--- src/rtl/rex_game_if.sv ---
// rtl/rex_game_if.sv - control/status bundle between the Rex Runner sequencer and its user
//
// Signals:
//   start_i        start button level (user -> sequencer)
//   jump_i         jump button level (user -> sequencer)
//   game_state     2'b00 IDLE, 2'b01 RUN, 2'b10 OVER
//   rex_down       rex height above ground, px
//   obstacle_left  obstacle left-edge x, px
//   score          obstacles cleared, wraps modulo 2^16
//   frame_o        one-cycle pulse per game frame
// Modports: master drives the buttons and observes the game outputs; slave is the sequencer.

interface rex_game_if;
    logic        start_i;
    logic        jump_i;
    logic [1:0]  game_state;
    logic [15:0] rex_down;
    logic [15:0] obstacle_left;
    logic [15:0] score;
    logic        frame_o;

    modport master (
        output start_i,
        output jump_i,
        input  game_state,
        input  rex_down,
        input  obstacle_left,
        input  score,
        input  frame_o
    );

    modport slave (
        input  start_i,
        input  jump_i,
        output game_state,
        output rex_down,
        output obstacle_left,
        output score,
        output frame_o
    );
endinterface

--- src/rtl/rex_game_ctrl.sv ---
// rtl/rex_game_ctrl.sv - Rex Runner game-state sequencer: frame tick, FSM, jump, obstacle, score
//
// Ports:
//   clk      system clock (120 kHz nominal), only clock
//   rst      synchronous, active-high reset
//   game_io  rex_game_if.slave: start_i/jump_i in; game_state, rex_down, obstacle_left,
//            score, frame_o out (all outputs registered)

module rex_game_ctrl #(
    parameter int FRAME_DIV = 4000,
    parameter int SCREEN_W  = 128,
    parameter int SPEED     = 2,
    parameter int JUMP_V    = 8,
    parameter int REX_X     = 8,
    parameter int REX_W     = 16,
    parameter int OBST_H    = 16
) (
    input  logic       clk,
    input  logic       rst,
    rex_game_if.slave  game_io
);

    localparam int DIV_W = (FRAME_DIV > 1) ? $clog2(FRAME_DIV) : 1;

    typedef enum logic [1:0] {
        ST_IDLE = 2'b00,
        ST_RUN  = 2'b01,
        ST_OVER = 2'b10
    } state_t;

    state_t             state_q;
    logic [DIV_W-1:0]   div_q;
    logic               frame_q;
    logic               start_q;
    logic [15:0]        rex_down_q;
    logic [15:0]        obstacle_left_q;
    logic [15:0]        score_q;
    logic signed [7:0]  vel_q;
    logic               airborne_q;

    logic               tick_d;
    logic               start_rise_d;
    logic               collide_d;
    logic signed [16:0] h_d;

    always_comb begin
        tick_d       = (div_q == DIV_W'(FRAME_DIV - 1));
        start_rise_d = game_io.start_i & ~start_q;
        collide_d    = (obstacle_left_q >= 16'(REX_X)) &&
                       (obstacle_left_q <  16'(REX_X + REX_W)) &&
                       (rex_down_q      <  16'(OBST_H));
        // Next height on the way up or down; signed so a landing overshoot is seen as <= 0.
        h_d          = $signed({1'b0, rex_down_q}) + $signed({{9{vel_q[7]}}, vel_q});
    end

    always_ff @(posedge clk) begin
        if (rst) begin
            state_q         <= ST_IDLE;
            div_q           <= '0;
            frame_q         <= 1'b0;
            start_q         <= 1'b0;
            rex_down_q      <= 16'd0;
            obstacle_left_q <= 16'(SCREEN_W - 1);
            score_q         <= 16'd0;
            vel_q           <= 8'sd0;
            airborne_q      <= 1'b0;
        end else begin
            // Frame divider and edge register run regardless of game state.
            div_q   <= tick_d ? '0 : div_q + 1'b1;
            frame_q <= tick_d;
            start_q <= game_io.start_i;

            case (state_q)
                ST_IDLE: begin
                    if (start_rise_d) begin
                        state_q <= ST_RUN;
                    end
                end
                ST_RUN: begin
                    if (tick_d) begin
                        if (collide_d) begin
                            state_q <= ST_OVER;
                        end else begin
                            if (airborne_q) begin
                                if (h_d <= 17'sd0) begin
                                    rex_down_q <= 16'd0;
                                    vel_q      <= 8'sd0;
                                    airborne_q <= 1'b0;
                                end else begin
                                    rex_down_q <= h_d[15:0];
                                    vel_q      <= vel_q - 8'sd1;
                                end
                            end else if (game_io.jump_i) begin
                                airborne_q <= 1'b1;
                                rex_down_q <= 16'(JUMP_V);
                                vel_q      <= 8'(JUMP_V - 1);
                            end

                            // Wrap before the subtraction could go below zero.
                            if (obstacle_left_q < 16'(SPEED)) begin
                                obstacle_left_q <= 16'(SCREEN_W - 1);
                                score_q         <= score_q + 16'd1;
                            end else begin
                                obstacle_left_q <= obstacle_left_q - 16'(SPEED);
                            end
                        end
                    end
                end
                ST_OVER: begin
                    // Restart clears the playfield but leaves the divider phase untouched.
                    if (start_rise_d) begin
                        state_q         <= ST_RUN;
                        rex_down_q      <= 16'd0;
                        vel_q           <= 8'sd0;
                        airborne_q      <= 1'b0;
                        obstacle_left_q <= 16'(SCREEN_W - 1);
                        score_q         <= 16'd0;
                    end
                end
                default: begin
                    state_q <= ST_IDLE;
                end
            endcase
        end
    end

    assign game_io.game_state    = state_q;
    assign game_io.rex_down      = rex_down_q;
    assign game_io.obstacle_left = obstacle_left_q;
    assign game_io.score         = score_q;
    assign game_io.frame_o       = frame_q;

endmodule
--- src/flat_wrapper.sv ---
// flat-port wrapper written by rule: the top's interface ports become plain ports
module rex_game_ctrl_flat 
#(
    parameter int FRAME_DIV = 4000,
    parameter int SCREEN_W  = 128,
    parameter int SPEED     = 2,
    parameter int JUMP_V    = 8,
    parameter int REX_X     = 8,
    parameter int REX_W     = 16,
    parameter int OBST_H    = 16
)
  (clk, rst, game_io_start_i, game_io_jump_i, game_io_game_state, game_io_rex_down, game_io_obstacle_left, game_io_score, game_io_frame_o);
  rex_game_if game_io_i ();
  input  logic clk;
  input  logic rst;
  input wire logic [$bits(game_io_i.start_i)-1:0] game_io_start_i;
  input wire logic [$bits(game_io_i.jump_i)-1:0] game_io_jump_i;
  output wire logic [$bits(game_io_i.game_state)-1:0] game_io_game_state;
  output wire logic [$bits(game_io_i.rex_down)-1:0] game_io_rex_down;
  output wire logic [$bits(game_io_i.obstacle_left)-1:0] game_io_obstacle_left;
  output wire logic [$bits(game_io_i.score)-1:0] game_io_score;
  output wire logic [$bits(game_io_i.frame_o)-1:0] game_io_frame_o;
  assign game_io_i.start_i = game_io_start_i;
  assign game_io_i.jump_i = game_io_jump_i;
  assign game_io_game_state = game_io_i.game_state;
  assign game_io_rex_down = game_io_i.rex_down;
  assign game_io_obstacle_left = game_io_i.obstacle_left;
  assign game_io_score = game_io_i.score;
  assign game_io_frame_o = game_io_i.frame_o;
  rex_game_ctrl #(.FRAME_DIV(FRAME_DIV), .SCREEN_W(SCREEN_W), .SPEED(SPEED), .JUMP_V(JUMP_V), .REX_X(REX_X), .REX_W(REX_W), .OBST_H(OBST_H)) u_core (.clk(clk), .rst(rst), .game_io(game_io_i));
endmodule
--- config.mk ---
export PLATFORM = sky130hd
export DESIGN_NAME = rex_game_ctrl_flat
export DESIGN_NICKNAME = d
export VERILOG_FILES = /design/src/rtl/rex_game_if.sv /design/src/rtl/rex_game_ctrl.sv /design/src/flat_wrapper.sv
export SDC_FILE = /design/constraint.sdc
export NUM_CORES = 1
export LEC_CHECK = 0
export CAP_MARGIN = 20
export CORE_MARGIN = 5
export CORE_UTILIZATION = 60
export CTS_CLUSTER_DIAMETER = 50
export DETAILED_ROUTE_END_ITERATION = 10
export GPL_TIMING_DRIVEN = 0
export PLACE_DENSITY = 0.87
export SYNTH_ARGS = -nofsm -noshare
export SYNTH_HDL_FRONTEND = slang
export SYNTH_SLANG_ARGS = --single-unit
--- constraint.sdc ---
create_clock -name clk -period 5.21 [get_ports clk]
set_clock_uncertainty 0.1 [all_clocks]
set_input_delay 1.042 -clock clk [delete_from_list [all_inputs] [get_ports clk]]
set_output_delay 1.042 -clock clk [all_outputs]
set_load 0.05 [all_outputs]
==> summary.md, run 1 <==
| Metric | Value |
|---|---|
| Final WL | `about 10,000 um` |
| Post-synth EDFFs | `0` |
| Initial antenna violation count | `0` |
| Number of remaining DRC errors | `0` |
| Die Wd | `93.3 um` |
| Number of global-route vias before repair | `3,598` |
| Max-cap viol count | `0` |
| DR iter-0 viols | `about 260` |
| Remaining global-route overflow | `0` |
| Setup tns final | `0 ns` |
| Netlist cell types | `between 60 and 70` |
| Slew @ Worst Pin | `approximately 1.1 ns` |
| Setup crit end kind | `flop` |
| Synth Flop Type | `dfxtp_1` |
| Largest net degree at the start of global routing | `17` |
| Min-Delay Path Depth | `1` |
| Fmax | `245 MHz` |
| Crit Reg-Reg Endpoint | `u_core.game_io.rex_down[4]$_SDFFE_PP0P_` |
| # rows | `30` |
| Crit-path cells | `ha_1 -> inv_1 -> fa_1 -> nand2b_1 -> a211oi_1 -> o211a_1 -> o22ai_1 -> xnor2_1 -> nor4_1 -> a311oi_1 -> buf_2 -> a22oi_1 -> nor2_1` |
| Net count, final | `slightly below 600` |
| Tcrit/Tclk final | `about 80%` |
| Avg Inst Size Synth | `slightly above 8 um2` |
| GP Congestion | `0.942` |
| Fillers | `504` |
| Slowest cell delay on critical path | `approximately 0.67 ns` |
| Worst path bufs/invs | `2` |
| FF/Latch Area | `1460 um2` |
| CP max FO | `10` |
| R2R cell count | `13` |
| Relative slew slack | `approximately a quarter` |
| Tot GR Track Use | `24.0%` |
| Share of layout cells above drive strength 1 | `approximately 6.6%` |
| #FFs+latches synth | `73` |
| Syn Inst Count | `between 500 and 600` |
| Via count | `approximately 4,000` |
| IO Count | `55` |
| CTS Buf Count | `9` |
| Slew Limit Fails | `0` |
| Syn_nets | `between 500 and 600` |
| Sink Count | `73` |
| Peak supply drop | `0.323 mV` |
| Leakage power | `~1.9 nW` |
| CTS tree | `yes` |
| Die Y | `93.3 um` |
| Post-CTS Repair Setup Buffers | `0` |
| Unrepaired setup endpoints after global routing | `false` |
| Hold_buf cts | `0` |
| Hold Path Sink | `u_core.game_io.obstacle_left[0]$_SDFFE_PP1P_` |
| Area of the multi-input gates | `2550 um2` |
| Yosys warns | `0` |
| Max Root-Sink Buffers | `2` |
| Area Overhead vs Synth | `19.8%` |
| Root Buffer Master | `clkbuf_8` |
| CTS H-tree depth | `3` |
| Async S/R FF share, synth | `0%` |
| Antenna viol nets, final | `0` |
| CP required | `between 5 and 6 ns` |
| HP Class | `flop to flop` |
| Crit path kind | `flop to flop` |
| I/O Buffers | `54` |
| Reg-to-reg startpoint | `u_core.vel_q[0]$_SDFFE_PP0P_` |
| Most area-hungry cell type in the Yosys netlist | `dfxtp_1` |
| Final setup vio count | `0` |
| Top post-synthesis cells by area | `dfxtp_1, ha_1, nor2_1, xor2_1, a21oi_1` |
| PwrDens | `204 nW/um2` |
| Post-synth top area share | `about a third` |
| Top cell family by delay on the critical path | `compound AO/OA/AOI/OAI gates` |
| Seq/Total Area, Yosys | `between 30% and 40%` |
| Post-detail-place hpwl | `7720 um` |
| Die area | `about 8700 um2` |
| CTS resizes | `0` |
| Post-Synthesis Cell Area | `between 4000 and 5000 um2` |
| Crit-path slowest cell | `a311oi_1` |
| Clk_lat worst skew | `0.35 ns` |
| Fin. Hold Viols | `0` |
| Clk pin slew, worst setup/hold paths | `0.09 ns` |
| Ant. Diodes | `0` |
| Vias/cell | `6.03` |
| Status | `completed` |
| Worst EP arrival | `4.27 ns` |
| R2R setup slack | `roughly 1.1 ns` |
| CP Launch Type | `flop` |
| Hold Path Origin | `u_core.game_io.obstacle_left[0]$_SDFFE_PP1P_` |
| Area of the core | `~6800 um2` |
| Post-layout min period | `4.08 ns` |
| DR pass1 iterations | `6` |
| WP depth | `13` |
| Initial core utilization | `about 62%` |
| WL per Instance | `around 16 um` |
| Total Power | `a little over 1 mW` |
| First-pass GRT wire length | `16,800 um` |
## metrics by stage
step | area, um2 | std cells | hold WS, ns | utilization, % | worst slack [ns]
finish | 4990 | 656 | 0.356 | 73.8 | 1.13
global route | 4990 | 656 | 0.388 | 73.8 | 0.951
CTS | 4990 | 656 | 0.355 | 73.8 | 1.29
detailed placement | 4800 | 640 | 0.335 | 71.1 | 1.30
global placement | 4800 | 640 | 0.334 | 71.1 | 1.35
floorplan | 4160 | 506 | 0.330 | - | 1.67
## routing by layer
metal | track usage [%] | wire (um)
met5 | 0 | 0
met4 | 6.47 | 170
met3 | 4.99 | 682
met2 | 39.9 | 4890
met1 | 31.5 | 4550
## synthesized netlist by cell type (all sizes together) (17+ instances only)
cell	n
a21oi	32
dfxtp	73
ha	20
inv	19
nand2	41
nand3	17
nor2	66
o21ai	25
or3	20
xnor2	17
xor2	23
## cell usage in the layout (no fill, tap or decap), types with 9 or more instances in the layout
cell type         n
o21ai_0          25
clkbuf_8          9
nor3_1           10
inv_1            19
dfxtp_1          73
nor4_1           10
a22oi_1          10
xor2_1           23
clkdlybuf4s50_1  54
nand3_1          17
nand2_1          41
a21oi_1          31
or3_1            20
nand2b_1         11
ha_1             20
xnor2_1          17
nor2_1           66
## flip-flops by register name, summed over array words and instances (netlist names)
name and count:
u_core.div_q 12, u_core.airborne_q 1, u_core.game_io.score 16, u_core.game_io.rex_down 16, u_core.vel_q 8, u_core.game_io.obstacle_left 16
u_core.start_q 1, u_core.game_io.frame_o 1, u_core.game_io.game_state 2
## layout make-up
cell class,count,share of cell area [%]
multi-input cells,397,51.1
plain buffers,17,1.66
flip-flops and latches,73,29.3
well taps,80,2.01
clock buffers,9,2.48
inverters,19,1.43
clock inverters,7,1.20
repair buffers,54,10.8
## cell families (layout without fill, tap and decap cells)
logic type / Yosys count / count (layout) / share of synthesized area (%)
AO/OA/AOI/OAI: 105 / 105 / 16.2
XOR/XNOR: 40 / 40 / 8.42
adder cells (fa/ha/maj): 21 / 21 / 6.49
buffers and inverters: 36 / 106 / 3.70
flip-flops: 73 / 73 / 35.1
multiplexers: 2 / 2 / 0.511
AND/OR/NAND/NOR: 229 / 229 / 29.6
## power by group
group / leakage [nW] / internal, mW / switching, mW
clock network: 0.0848 / 0.181 / 0.243
logic: 1.26 / 0.0103 / 0.0196
registers: 0.589 / 0.560 / 0.00275
## worst max path at each step
| stage | from | endpoint | slack (ns) |
|---|---|---|---|
| final | u_core.vel_q[0]$_SDFFE_PP0P_ | u_core.game_io.rex_down[4]$_SDFFE_PP0P_ | 1.13 |
| after CTS | u_core.vel_q[0]$_SDFFE_PP0P_ | u_core.game_io.rex_down[4]$_SDFFE_PP0P_ | 1.29 |
| after global routing | u_core.vel_q[0]$_SDFFE_PP0P_ | u_core.game_io.rex_down[7]$_SDFFE_PP0P_ | 0.95 |
| after floorplan | u_core.game_io.rex_down[0]$_SDFFE_PP0P_ | u_core.game_io.rex_down[4]$_SDFFE_PP0P_ | 1.67 |
| after global placement | u_core.vel_q[0]$_SDFFE_PP0P_ | u_core.game_io.rex_down[4]$_SDFFE_PP0P_ | 1.35 |
| after detailed placement | u_core.vel_q[0]$_SDFFE_PP0P_ | u_core.game_io.rex_down[4]$_SDFFE_PP0P_ | 1.30 |
(Power assumes the default switching activity.)
==> inputs of run 2 (changes only) <==
--- a/config.mk
+++ b/config.mk
@@ -7,11 +7,11 @@
 export LEC_CHECK = 0
 export CAP_MARGIN = 20
 export CORE_MARGIN = 5
-export CORE_UTILIZATION = 60
+export CORE_UTILIZATION = 50
 export CTS_CLUSTER_DIAMETER = 50
 export DETAILED_ROUTE_END_ITERATION = 10
 export GPL_TIMING_DRIVEN = 0
-export PLACE_DENSITY = 0.87
+export PLACE_DENSITY = 0.77
 export SYNTH_ARGS = -nofsm -noshare
 export SYNTH_HDL_FRONTEND = slang
 export SYNTH_SLANG_ARGS = --single-unit
==> constraint.sdc (replaced) <==
create_clock -name clk -period 3.36 [get_ports clk]
set_clock_uncertainty 0.1 [all_clocks]
set_input_delay 0.672 -clock clk [delete_from_list [all_inputs] [get_ports clk]]
set_output_delay 0.672 -clock clk [all_outputs]
set_load 0.05 [all_outputs]
==> run 2 against run 1 <==
  * Worst setup slack got worse by 1.1 ns
  * Non-clock buffer count rose by 12
  * Die area up 18%
  * Maximum frequency is 23% higher
  * First-iteration DRC count decreased by 31%
  * Cell area grew 7.7%
  * Global-route usage fell by 3.4 points
  * Final cell count grew 5.5%
  * Flip-flop and latch count unchanged
  * Hold slack better by 0.0054 ns
  * Critical endpoint is now u_core.game_io.rex_down[9]$_SDFFE_PP0P_
  * Largest power group unchanged
==> summary.md, run 2 (same netlist as run 1, synthesis figures left out) <==
| Metric | Value |
|---|---|
| Fmax | `slightly above 300 MHz` |
| Hold Path Origin | `u_core.game_io.obstacle_left[0]$_SDFFE_PP1P_` |
| Max Root-Sink Buffers | `2` |
| Crit-path slowest cell | `dfxtp_4` |
| IO Count | `55` |
| Slowest cell delay on critical path | `0.41 ns` |
| Area of the core | `between 8000 and 9000 um2` |
| Die Wd | `slightly above 100 um` |
| Status | `completed` |
| Logic pwr share | `2.9%` |
| CP Launch Type | `flop` |
| Remaining global-route overflow | `0` |
| Switching part of the total | `around 23%` |
| Initial core utilization | `about half` |
| Slew @ Worst Pin | `about 1.2 ns` |
| Number of remaining DRC errors | `0` |
| First-pass GRT wire length | `between 15,000 and 20,000 um` |
| Antenna viol nets, final | `0` |
| Die Y | `roughly 100 um` |
| Leakage power | `around 2.1 nW` |
| Peak supply drop | `about 0.31 mV` |
| Worst path bufs/invs | `2` |
| Vias/cell | `5.75` |
| Placed cells | `between 600 and 700` |
| PwrDens | `around 300 nW/um2` |
| Crit-path cells | `buf_12 -> ha_1 -> a21oi_1 -> o21ai_0 -> or3_1 -> o22ai_2 -> xnor2_2 -> nor4_4 -> a311oi_2 -> clkdlybuf4s15_2 -> a22oi_1 -> nor2_1` |
| Hold Path Sink | `u_core.game_io.obstacle_left[0]$_SDFFE_PP1P_` |
| Top cell family by delay on the critical path | `compound AO/OA/AOI/OAI gates` |
| Reg-to-reg startpoint | `u_core.vel_q[7]$_SDFFE_PP0P_` |
| Fin. Hold Viols | `0` |
| R2R setup slack | `0.05 ns` |
| Setup crit end kind | `flop` |
| Crit path kind | `flop to flop` |
| CTS H-tree depth | `3` |
| Area Overhead vs Synth | `29.1%` |
| Root Buffer Master | `clkbuf_8` |
| Via count | `about 4,000` |
| Relative slew slack | `between 10% and 20%` |
| Total Power | `between 1.5 and 2 mW` |
| CP max FO | `11` |
| Net count, final | `just over 600` |
| Sequential Power Share | `54.4%` |
| Post-layout min period | `3.31 ns` |
| Worst EP arrival | `3.42 ns` |
| Post-detail-place hpwl | `7780 um` |
| # rows | `33` |
| Final WL | `11,000 um` |
| CP required | `around 3.5 ns` |
| Clk pin slew, worst setup/hold paths | `approximately 0.080 ns` |
| Unrepaired setup endpoints after global routing | `true` |
| Switching power | `around 0.36 mW` |
| Final setup vio count | `0` |
| Fillers | `680` |
| Share of layout cells above drive strength 1 | `around 15%` |
| R2R cell count | `12` |
| Hold_buf cts | `0` |
| Commonest non-fill, non-tap cells in the layout | `nor2_1, dfxtp_1, clkdlybuf4s50_1` |
| Crit Reg-Reg Endpoint | `u_core.game_io.rex_down[9]$_SDFFE_PP0P_` |
| Slew Limit Fails | `0` |
| Initial antenna violation count | `0` |
| Tcrit/Tclk final | `just under 100%` |
| Ant. Diodes | `0` |
| Clk_lat worst skew | `between 0.3 and 0.4 ns` |
| I/O Buffers | `between 50 and 60` |
| Pre-CTS setup slack | `-0.647 ns` |
| Final Non-Filler Cells | `between 600 and 700` |
| Tot GR Track Use | `roughly 21%` |
| GP Congestion | `0.859` |
| Number of global-route vias before repair | `3,658` |
| Die area | `about 10,000 um2` |
| DR iter-0 viols | `179` |
| HP Class | `flop to flop` |
| Clock Power Share | `roughly 43%` |
| DR pass1 iterations | `5` |
| Sink Count | `73` |
| Max-cap viol count | `0` |
| Worst Hold Slack | `0.361 ns` |
| Final worst setup slack | `~0.053 ns` |
| CTS Buf Count | `9` |
| Most common cell after layout, fill and taps aside | `nor2_1` |
| WP depth | `12` |
| Min-Delay Path Depth | `1` |
| WL per Instance | `about 16 um` |
| CTS tree | `yes` |
| Largest net degree at the start of global routing | `17` |
| Int Pwr | `about 1.2 mW` |
-- run 2: worst max-delay path by stage --
| stage | startpoint | endpoint | slack, ns |
|---|---|---|---|
| after floorplan | u_core.game_io.rex_down[0]$_SDFFE_PP0P_ | u_core.game_io.rex_down[4]$_SDFFE_PP0P_ | 0.002 |
| after global placement | u_core.vel_q[0]$_SDFFE_PP0P_ | u_core.game_io.rex_down[1]$_SDFFE_PP0P_ | -0.52 |
| after detailed placement | u_core.vel_q[0]$_SDFFE_PP0P_ | u_core.game_io.rex_down[1]$_SDFFE_PP0P_ | -0.65 |
| after CTS | u_core.vel_q[0]$_SDFFE_PP0P_ | u_core.game_io.rex_down[4]$_SDFFE_PP0P_ | 0.02 |
| after global routing | u_core.game_io.rex_down[6]$_SDFFE_PP0P_ | u_core.game_io.rex_down[9]$_SDFFE_PP0P_ | -0.09 |
| final | u_core.vel_q[7]$_SDFFE_PP0P_ | u_core.game_io.rex_down[9]$_SDFFE_PP0P_ | 0.05 |
-- run 2: area by class of cell --
class                   instances  area, um2  area share (%)
clock inverters                 5       56.3            1.05
clock buffers                  10        138            2.56
well taps                     105        131            2.45
inverters                      19       71.3            1.33
flip-flops and latches         73       1480            27.6
plain buffers                  17       85.1            1.58
repair buffers                 66        647            12.0
multi-input cells             397       2760            51.4
-- run 2: repair_timing --
action | 4_1_cts | 5_1_grt
endpoints found under the hold margin | 0 | 0
cloned | 0 | 1
resized for setup | 10 | 37
endpoints found under the setup margin | 23 | 25
pin swaps | 3 | 9
setup buffers | 2 | 9
-- run 2: through the flow --
stage	TNS, ns	instance area, um2	util (%)
3_5_place_dp	-8.42	4840	59.2
5_1_grt	-0.817	5370	65.7
3_3_place_gp	-6.75	4840	59.2
6_report	0	5370	65.7
2_1_floorplan	0	4170	-
4_1_cts	0	5100	62.4
-- run 2: power groups by stage --
stage	clock network, mW	logic, mW	registers (mW)
floorplan	0	0.0262	0.896
global placement	0	0.0443	0.893
detailed placement	0	0.0455	0.894
CTS	0.696	0.0457	0.874
global route	0.730	0.0502	0.872
finish	0.685	0.0458	0.871
-- run 2: layer usage --
metal	vias to the layer above	global-route usage, %	part of all wire, %
met3	19	4.55	6.1
met4	0	5.83	1.8
met5	-	0	0
met2	127	34.4	49
li1	1953	-	-
met1	1880	26.6	43
==> inputs of run 3 (changes only) <==
--- a/config.mk
+++ b/config.mk
@@ -12,6 +12,7 @@
 export DETAILED_ROUTE_END_ITERATION = 10
 export GPL_TIMING_DRIVEN = 0
 export PLACE_DENSITY = 0.77
+export RECOVER_POWER = 50
 export SYNTH_ARGS = -nofsm -noshare
 export SYNTH_HDL_FRONTEND = slang
 export SYNTH_SLANG_ARGS = --single-unit
==> run 3 against run 2 <==
  * Sequential share of layout area stayed put
  * Sequential power hardly changed
  * First-iteration DRC count is the same
  * Cell area did not move
  * Register-to-register slack about the same
  * Core utilization unchanged
  * Worst setup slack gained 0.0012 ns
  * Critical endpoint is now u_core.game_io.rex_down[6]$_SDFFE_PP0P_
  * Largest power group unchanged
==> summary.md, run 3 (same netlist as run 1, synthesis figures left out) <==
| Metric | Value |
|---|---|
| Status | `completed` |
| Slew Limit Fails | `0` |
| Int Pwr | `1.24 mW` |
| I/O Buffers | `54` |
| CTS H-tree depth | `3` |
| CP required | `about 3.5 ns` |
| Crit-path cells | `ha_1 -> buf_2 -> a2111oi_2 -> o21ai_1 -> a31oi_2 -> xnor2_1 -> nand4bb_4 -> nor4_4 -> a311oi_2 -> buf_4 -> buf_4 -> a32oi_2 -> nor2_1` |
| Ant. Diodes | `0` |
| Die Wd | `101 um` |
| Antenna viol nets, final | `0` |
| Worst EP arrival | `3.42 ns` |
| Peak supply drop | `between 0.3 and 0.4 mV` |
| Final Non-Filler Cells | `692` |
| Hold_buf cts | `0` |
| Sequential Power Share | `between 50% and 60%` |
| Initial core utilization | `about 51%` |
| Switching power | `between 0.3 and 0.4 mW` |
| Die area | `around 10,000 um2` |
| Initial antenna violation count | `0` |
| Tot GR Track Use | `20.5%` |
| Final setup vio count | `0` |
| Placed cells | `~670` |
| CP Launch Type | `flop` |
| Max-cap viol count | `0` |
| Final worst setup slack | `between 0.05 and 0.06 ns` |
| CP max FO | `9` |
| Setup tns final | `0 ns` |
| Final WL | `~11,000 um` |
| PwrDens | `298 nW/um2` |
| Post-layout min period | `between 3 and 4 ns` |
| Area Overhead vs Synth | `29.1%` |
| HP Class | `flop to flop` |
| Post-detail-place hpwl | `7780 um` |
| Number of remaining DRC errors | `0` |
| Net count, final | `608` |
| Die Y | `101 um` |
| Fmax | `303 MHz` |
| Worst path bufs/invs | `3` |
| Share of layout cells above drive strength 1 | `14.8%` |
| DR pass1 iterations | `5` |
| DR iter-0 viols | `about 180` |
| Clk_lat worst skew | `~0.35 ns` |
| CTS Buf Count | `9` |
| Pre-CTS setup slack | `-0.647 ns` |
| Switching part of the total | `between 20% and 30%` |
| Worst Hold Slack | `between 0.3 and 0.4 ns` |
| GP Congestion | `0.859` |
| Clock Power Share | `42.7%` |
| Leakage power | `between 2 and 2.5 nW` |
| Slew @ Worst Pin | `roughly 1.2 ns` |
| Commonest non-fill, non-tap cells in the layout | `nor2_1, dfxtp_1, clkdlybuf4s50_1` |
| CTS tree | `yes` |
| First-pass GRT wire length | `about 17,000 um` |
| Setup crit end kind | `flop` |
| Slowest cell delay on critical path | `roughly 0.38 ns` |
| Relative slew slack | `around 19%` |
| Reg-to-reg startpoint | `u_core.game_io.rex_down[6]$_SDFFE_PP0P_` |
| Most common cell after layout, fill and taps aside | `nor2_1` |
| R2R setup slack | `about 0.055 ns` |
| Crit path kind | `flop to flop` |
| Clk pin slew, worst setup/hold paths | `approximately 0.080 ns` |
| Crit path top cell by count | `buf_4` |
| Tcrit/Tclk final | `between 90% and 100%` |
| Area of the core | `8180 um2` |
| Root Buffer Master | `clkbuf_8` |
| Max Root-Sink Buffers | `2` |
| Sink Count | `73` |
| Fin. Hold Viols | `0` |
| Crit-path slowest cell | `a2111oi_2` |
| WL per Instance | `around 16 um` |
| Number of global-route vias before repair | `about 3,700` |
| CP Launch Point | `u_core.game_io.rex_down[6]$_SDFFE_PP0P_` |
| Via count | `3,989` |
| Hold Path Origin | `u_core.game_io.obstacle_left[0]$_SDFFE_PP1P_` |
| Unrepaired setup endpoints after global routing | `true` |
| Vias/cell | `between 5 and 6` |
| IO Count | `55` |
| # rows | `33` |
| Remaining global-route overflow | `0` |
| Logic pwr share | `2.8%` |
| Largest net degree at the start of global routing | `17` |
| Top cell family by delay on the critical path | `compound AO/OA/AOI/OAI gates` |
[run 3: worst paths after layout]
| check | end | cells past startpoint |
|---|---|---|
| worst max register to register | u_core.game_io.rex_down[6]$_SDFFE_PP0P_ | 13 |
| worst max-delay path | u_core.game_io.rex_down[6]$_SDFFE_PP0P_ | 13 |
| worst min register to register | u_core.game_io.obstacle_left[0]$_SDFFE_PP1P_ | 1 |
| worst min-delay path | u_core.game_io.obstacle_left[0]$_SDFFE_PP1P_ | 1 |
[run 3: cell type report]
class                           instances  area (um2)
Multi-Input combinational cell        397        2760
Inverter                               19        71.3
Clock inverter                          5        56.3
Sequential cell                        73        1480
Timing Repair Buffer                   66         647
Fill cell                             680        2800
Buffer                                 17        85.1
Clock buffer                           10         138
Tap cell                              105         131
[run 3: repair_timing]
action	4_1_cts	5_1_grt
setup endpoints to repair	23	25
endpoints found under the hold margin	0	0
buffers inserted	2	9
pin swaps	3	9
gates cloned	0	1
gates resized for setup	10	37
[run 3: per-layer routing]
layer  track usage [%]  wire, um
met5                 0         0
met4              5.83       195
met3              4.55       708
met2              34.4      5320
met1              26.6      4750
[run 3: power groups by stage]
stage / combinational [mW] / sequential, mW / clock [mW]
2_1_floorplan: 0.0262 / 0.896 / 0
3_3_place_gp: 0.0443 / 0.893 / 0
3_5_place_dp: 0.0455 / 0.894 / 0
4_1_cts: 0.0457 / 0.874 / 0.696
5_1_grt: 0.0500 / 0.872 / 0.730
6_report: 0.0456 / 0.871 / 0.683
[run 3: per-stage QoR]
step           util [%]  total power [mW]  cell area (um2)
5_1_grt            65.7              1.65             5370
6_report           65.7              1.60             5370
3_5_place_dp       59.2             0.939             4840
3_3_place_gp       59.2             0.938             4840
2_1_floorplan         -             0.923             4170
4_1_cts            62.4              1.62             5100
